--- config.mk ---
export PLATFORM = sky130hd
export DESIGN_NAME = cache_mem_arbiter
export DESIGN_NICKNAME = d
export VERILOG_FILES = /design/src/rtl/cache_mem_pkg.sv /design/src/rtl/cache_rr_arbiter.sv /design/src/rtl/cache_mem_arbiter.sv
export SDC_FILE = /design/constraint.sdc
export NUM_CORES = 1
export LEC_CHECK = 0
export CORE_UTILIZATION = 50
export DETAILED_ROUTE_END_ITERATION = 8
export PLACE_DENSITY = 0.86
export SETUP_SLACK_MARGIN = 0.1
export SYNTH_ARGS = -nofsm -noshare
export SYNTH_HDL_FRONTEND = slang
export SYNTH_SLANG_ARGS = --single-unit
export TNS_END_PERCENT = 50
--- constraint.sdc ---
create_clock -name CLK -period 3.2 [get_ports CLK]
set_input_delay 0.8 -clock CLK [delete_from_list [all_inputs] [get_ports CLK]]
set_output_delay 0.8 -clock CLK [all_outputs]
set_load 0.02 [all_outputs]
--- src/rtl/cache_mem_pkg.sv ---
// Shared constants for the I/D cache refill arbiter: FSM encoding, line geometry
// and grant encoding.
package cache_mem_pkg;

  localparam logic [1:0] StIdle = 2'd0;
  localparam logic [1:0] StBeat = 2'd1;
  localparam logic [1:0] StDone = 2'd2;

  localparam int unsigned ILineW = 128;
  localparam int unsigned DLineW = 64;
  localparam int unsigned IBeats = 4;
  localparam int unsigned DBeats = 2;

  localparam logic GntI = 1'b0;
  localparam logic GntD = 1'b1;

  // Index of the final beat of a burst for the given side.
  function automatic logic [1:0] last_beat(input logic side);
    return (side == GntD) ? 2'(DBeats - 1) : 2'(IBeats - 1);
  endfunction

endpackage

--- src/rtl/cache_rr_arbiter.sv ---
// Two-requester round-robin picker; on a tie the side not granted last time wins.
module cache_rr_arbiter
  import cache_mem_pkg::*;
(
  input  logic clk_i,
  input  logic rst_ni,
  input  logic i_req_i,
  input  logic d_req_i,
  input  logic take_i,
  output logic grant_valid_o,
  output logic grant_o
);

  logic last_q, last_d;

  always_comb begin
    grant_valid_o = i_req_i | d_req_i;
    grant_o       = GntI;
    if (i_req_i && d_req_i) begin
      grant_o = (last_q == GntI) ? GntD : GntI;
    end else if (d_req_i) begin
      grant_o = GntD;
    end
  end

  always_comb begin
    last_d = last_q;
    if (take_i && grant_valid_o) begin
      last_d = grant_o;
    end
  end

  always_ff @(posedge clk_i) begin
    if (!rst_ni) begin
      last_q <= GntI;
    end else begin
      last_q <= last_d;
    end
  end

endmodule

--- src/rtl/cache_mem_arbiter.sv ---
// Arbitrates iCache and dCache misses onto a single word-wide memory port, running
// 4-beat I refills and 2-beat D refills/writebacks as back-to-back bursts.
module cache_mem_arbiter
  import cache_mem_pkg::*;
#(
  parameter int unsigned MEM_LATENCY = 20
) (
  input  logic                CLK,
  input  logic                RSTn,
  input  logic                i_req,
  input  logic [31:0]         i_addr,
  output logic [ILineW-1:0]   i_line,
  output logic                i_dready,
  input  logic                d_req,
  input  logic                d_we,
  input  logic [31:0]         d_addr,
  input  logic [63:0]         d_wdata,
  output logic [DLineW-1:0]   d_line,
  output logic                d_dready,
  output logic [31:0]         mem_addr,
  output logic                mem_rd,
  output logic                mem_wr,
  output logic [31:0]         mem_wdata,
  input  logic [31:0]         mem_rdata,
  input  logic                mem_ack,
  output logic                busy
);

  logic [1:0]        state_q, state_d;
  logic [1:0]        beat_q, beat_d;
  logic              side_q, side_d;
  logic              we_q, we_d;
  logic [31:0]       base_q, base_d;
  logic [63:0]       wdata_q, wdata_d;
  logic [ILineW-1:0] fill_q, fill_d;
  logic [ILineW-1:0] i_line_q, i_line_d;
  logic [DLineW-1:0] d_line_q, d_line_d;

  logic              grant_valid;
  logic              grant;
  logic              take;
  logic [ILineW-1:0] fill_next;
  logic              in_beat;

  // Low address bits select within the line and the latency is a bench-side figure.
  logic unused_bits;
  assign unused_bits = ^{i_addr[3:0], d_addr[2:0], (MEM_LATENCY != 0)};

  assign take    = (state_q == StIdle);
  assign in_beat = (state_q == StBeat);

  cache_rr_arbiter u_rr (
    .clk_i        (CLK),
    .rst_ni       (RSTn),
    .i_req_i      (i_req),
    .d_req_i      (d_req),
    .take_i       (take),
    .grant_valid_o(grant_valid),
    .grant_o      (grant)
  );

  // Both sides fill word slots from the top of the buffer, so a D line is its upper half.
  always_comb begin
    fill_next = fill_q;
    unique case (beat_q)
      2'd0:    fill_next[127:96] = mem_rdata;
      2'd1:    fill_next[95:64]  = mem_rdata;
      2'd2:    fill_next[63:32]  = mem_rdata;
      default: fill_next[31:0]   = mem_rdata;
    endcase
  end

  always_comb begin
    state_d  = state_q;
    beat_d   = beat_q;
    side_d   = side_q;
    we_d     = we_q;
    base_d   = base_q;
    wdata_d  = wdata_q;
    fill_d   = fill_q;
    i_line_d = i_line_q;
    d_line_d = d_line_q;

    case (state_q)
      StIdle: begin
        if (grant_valid) begin
          side_d  = grant;
          beat_d  = 2'd0;
          state_d = StBeat;
          if (grant == GntI) begin
            base_d = {i_addr[31:4], 4'b0};
            we_d   = 1'b0;
          end else begin
            base_d  = {d_addr[31:3], 3'b0};
            we_d    = d_we;
            wdata_d = d_wdata;
          end
        end
      end
      StBeat: begin
        if (mem_ack) begin
          if (!we_q) begin
            fill_d = fill_next;
          end
          if (beat_q == last_beat(side_q)) begin
            state_d = StDone;
            beat_d  = 2'd0;
            if (!we_q) begin
              if (side_q == GntI) begin
                i_line_d = fill_next;
              end else begin
                d_line_d = fill_next[ILineW-1 -: DLineW];
              end
            end
          end else begin
            beat_d = beat_q + 2'd1;
          end
        end
      end
      StDone: begin
        state_d = StIdle;
      end
      default: begin
        state_d = StIdle;
        beat_d  = 2'd0;
      end
    endcase
  end

  always_ff @(posedge CLK) begin
    if (!RSTn) begin
      state_q  <= StIdle;
      beat_q   <= 2'd0;
      side_q   <= GntI;
      we_q     <= 1'b0;
      base_q   <= '0;
      wdata_q  <= '0;
      fill_q   <= '0;
      i_line_q <= '0;
      d_line_q <= '0;
    end else begin
      state_q  <= state_d;
      beat_q   <= beat_d;
      side_q   <= side_d;
      we_q     <= we_d;
      base_q   <= base_d;
      wdata_q  <= wdata_d;
      fill_q   <= fill_d;
      i_line_q <= i_line_d;
      d_line_q <= d_line_d;
    end
  end

  always_comb begin
    mem_addr  = '0;
    mem_wdata = '0;
    mem_rd    = in_beat & ~we_q;
    mem_wr    = in_beat & we_q;
    if (in_beat) begin
      mem_addr = base_q + {28'd0, beat_q, 2'b00};
      if (we_q) begin
        mem_wdata = (beat_q == 2'd0) ? wdata_q[63:32] : wdata_q[31:0];
      end
    end
  end

  assign i_dready = (state_q == StDone) && (side_q == GntI);
  assign d_dready = (state_q == StDone) && (side_q == GntD);
  assign busy     = (state_q != StIdle);
  assign i_line   = i_line_q;
  assign d_line   = d_line_q;

endmodule

==> flow_summary.toml <==
[sta]
drv_slew = 0
hold_viol_final = 0
tightest_slew_ns = 0.714
fmax_mhz = 311
maxSlewHeadroom_pct = 52.4
fin_crit_sh_pct = 101
grt_setup_unrepaired = "yes"
period_needed_ns = 3.22
fin_skew_ns = 0.0131
setup_viol = 2
timing.final.ws_setup_ns = -0.0186
fin_tns_setup_ns = -0.0224

[hold_path]
hold_class = "reg2reg"
hold_path_depth = 2
hold_start = "fill_q[60]"
holdPathEnd = "fill_q[60]"

[worst_setup_path]
worstReg2RegEnd = "fill_q[111]"
cpMostUsedCell = "buf_4"
path_max_fanout = 4
ff2ff_path_depth = 9
end_kind = "output pin"
startpoint_type = "flop"
cp_slowest_cell = "or4_1"
cp.buffers_inverters = 2
worstReg2RegStart = "beat_q[1]"
cp_data_required_time_ns = 2.40
r2r_slack_ns = 0.72
path_class = "reg2out"
cp_cell_sequence = "ha_4 -> buf_4 -> and4_4 -> nand4_1 -> or4_1 -> a21oi_1 -> buf_4"
slowest_delay_ns = 0.46
cp_data_arrival_time_ns = 2.42
cpLargestDelayFamily = "simple AND/OR/NAND/NOR gates"

[synthesis]
synth_edf_count = 0
yosysTopAreaCellShare_pct = 45.7
syn_area_per_cell_um2 = 9.01
syn_inst = 2034
synthTopCellsByArea = "dfxtp_1 46%, nand2_1 13%, o211a_1 12%, mux2i_1 10%, a21boi_0 7.9%"
yosysMostFrequentCell = "nand2_1"
ys_seq_elements = 419
ys.flop_type = "dfxtp_1"
syn_area_um2 = 18300
yosysSeqAreaShare_pct = 45.7
ys_types = 43
async_flop_share_pct = 0
synth_common_cells = "622 x nand2_1, 419 x dfxtp_1, 219 x o211a_1"
yosysTopAreaCell = "dfxtp_1"
yosys_warnings = 0

[place]
port_buffers = 417
post-dp-hpwl_um = 36900
preCtsSetupSlack_ns = -0.109
gp_congestion = 0.888

[layout]
synthToLayoutAreaGrowth_pct = 33.1
final_util_pct = 68.1
num_antenna_cells = 0
nNetsFinal = 2538
drive_gt1_share_pct = 9.61

[floorplanning]
die_y_um = 193
initial_core_util_pct = 51.2
dieArea_um2 = 37400
die_w_um = 193
core_um2 = 35800
rows = 69
io_pins = 427

[clocking]
root_buffer = "clkbuf_16"
path_clk_slew_ns = 0.06
clk_latency_ns = 0.55
clk_path_buf_depth = 3
cts_hold_buf = 0
numCtsBuffers = 43
cts_sinks = 419
cts_tree = "yes"
h-tree-depth = 2

[power]
vdd_drop_max_v = 0.000385
power_frac_comb_pct = 9.4
switching_share_pct = 24.1
p_total_mw = 11.3
power_switching_mw = 2.73
power.internal_mw = 8.57
clkPwrFrac_pct = 42.5
p_per_area_nw_per_um2 = 463
seqPwrFrac_pct = 48.0
p_leak_nw = 11.4

[route]
ant_nets = 0
drt_first_pass_iters = 8
drt_iter0_drc = 974
drt_wl_total_um = 53800
drc = 23
num_vias = 15900
wl_per_cell_um = 18.8
via_per_inst = 5.57

[grt]
track_usage_pct = 27.9
antenna_found_initial = 1
grt_first_pass_wirelength_um = 84100
grt_max_degree = 111
overflow = 0
first_global_vias = 15600

[outcome]
violations = "DRC, setup timing"
status = "complete, but fails checks"

[job]
cap_violations = 0
per-stage QoR:
step / instance area (µm²) / std cells / hold slack, ns
detailed placement: 22800 / 2767 / 0.456
CTS: 24200 / 2848 / 0.463
global route: 24400 / 2854 / 0.477
finish: 24400 / 2854 / 0.460
floorplan: 18300 / 2035 / 0.443
global placement: 22800 / 2767 / 0.448
sequential cells by signal, summed over array words and instances, names as in the netlist:
| name | cells |
|---|---|
| fill_q | 128 |
| i_line | 128 |
| d_line | 64 |
| wdata_q | 64 |
| base_q | 29 |
| beat_q | 2 |
| state_q | 2 |
| side_q | 1 |
| we_q | 1 |
cell type report:
| type | count | area [µm²] |
|---|---|---|
| well taps | 461 | 577 |
| inverters | 6 | 26.3 |
| multi-input cells | 1405 | 9220 |
| fillers | 2690 | 11400 |
| repair buffers | 491 | 4810 |
| clock buffers | 60 | 1220 |
| flip-flops and latches | 419 | 8420 |
| clock inverters | 12 | 129 |
layout by cell type (no fill, tap or decap), types with 3 or more instances in the layout:
cell type        instances
nand2_1                621
clkinv_2                 7
dfxtp_1                403
o21ai_0                  7
nand4_1                 10
or4_1                    3
a21boi_0               193
or3_1                    4
clkdlybuf4s15_1          3
buf_4                   81
dlygate4sd2_1           26
and2_1                   7
mux2i_1                187
clkbuf_2                 3
dfxtp_2                 13
nand3_1                 10
nand2b_1                 3
and3_1                   4
clkbuf_8                 8
and4_4                   4
clkdlybuf4s50_1        357
buf_6                    5
xnor2_1                  5
inv_1                    4
a21oi_2                  7
ha_2                     3
ha_4                     3
o211a_1                219
buf_12                  14
or4_4                    7
a21oi_1                  7
dfxtp_4                  3
clkbuf_1                 9
o31ai_1                  9
xor2_1                   7
clkbuf_16               43
nor2_1                  47
nor2b_1                  5
worst min-delay path: stages, from the launching register on:
cell      delay (ns)
dfxtp_1         0.30
nand2_1         0.05
a21boi_0        0.06
cells by family after synthesis:
kind of cell,after synthesis,synth area share [%]
AOI/OAI and AO/OA,450,21.1
xor gates and xnor gates,12,0.573
adders and majority gates,6,0.409
buffers and inverters,211,5.25
DFF,419,45.7
muxes,189,10.3
other,1,0.0205
and+or+nand+nor,746,16.6
power groups by stage:
stage	registers (mW)	logic, mW	clock network, mW
finish	5.43	1.07	4.81
global route	5.44	1.15	5.09
CTS	5.42	1.06	4.89
detailed placement	5.53	1.04	0
global placement	5.52	1.02	0
floorplan	5.51	0.587	0
worst max-delay path by stage:
stage | startpoint | to | slack, ns | depth (start not counted)
2_1_floorplan | beat_q[1] | mem_addr[21] | 0.31 | 5
3_3_place_gp | beat_q[1] | mem_addr[31] | -0.08 | 8
3_5_place_dp | beat_q[1] | mem_addr[31] | -0.11 | 8
4_1_cts | beat_q[1] | mem_addr[23] | -0.03 | 7
5_1_grt | base_q[3] | mem_addr[28] | -0.07 | 8
6_report | base_q[3] | mem_addr[30] | -0.02 | 7
repair_timing:
item | CTS | global route
endpoints found under the setup margin | 60 | 25
setup buffers | 9 | 6
cloned | 0 | 0
pin swaps | 3 | 19
resized for setup | 151 | 49
layer usage:
| metal | wire length (µm) | up-vias | GRT usage (%) |
|---|---|---|---|
| met2 | 27100 | 584 | 50.2 |
| li1 | - | 7597 | - |
| met4 | 2280 | 2 | 12.6 |
| met1 | 20500 | 7599 | 31.4 |
| met3 | 3840 | 122 | 6.15 |
| met5 | 11 | - | 0 |
No activity file was read; power rests on OpenSTA's default activity.
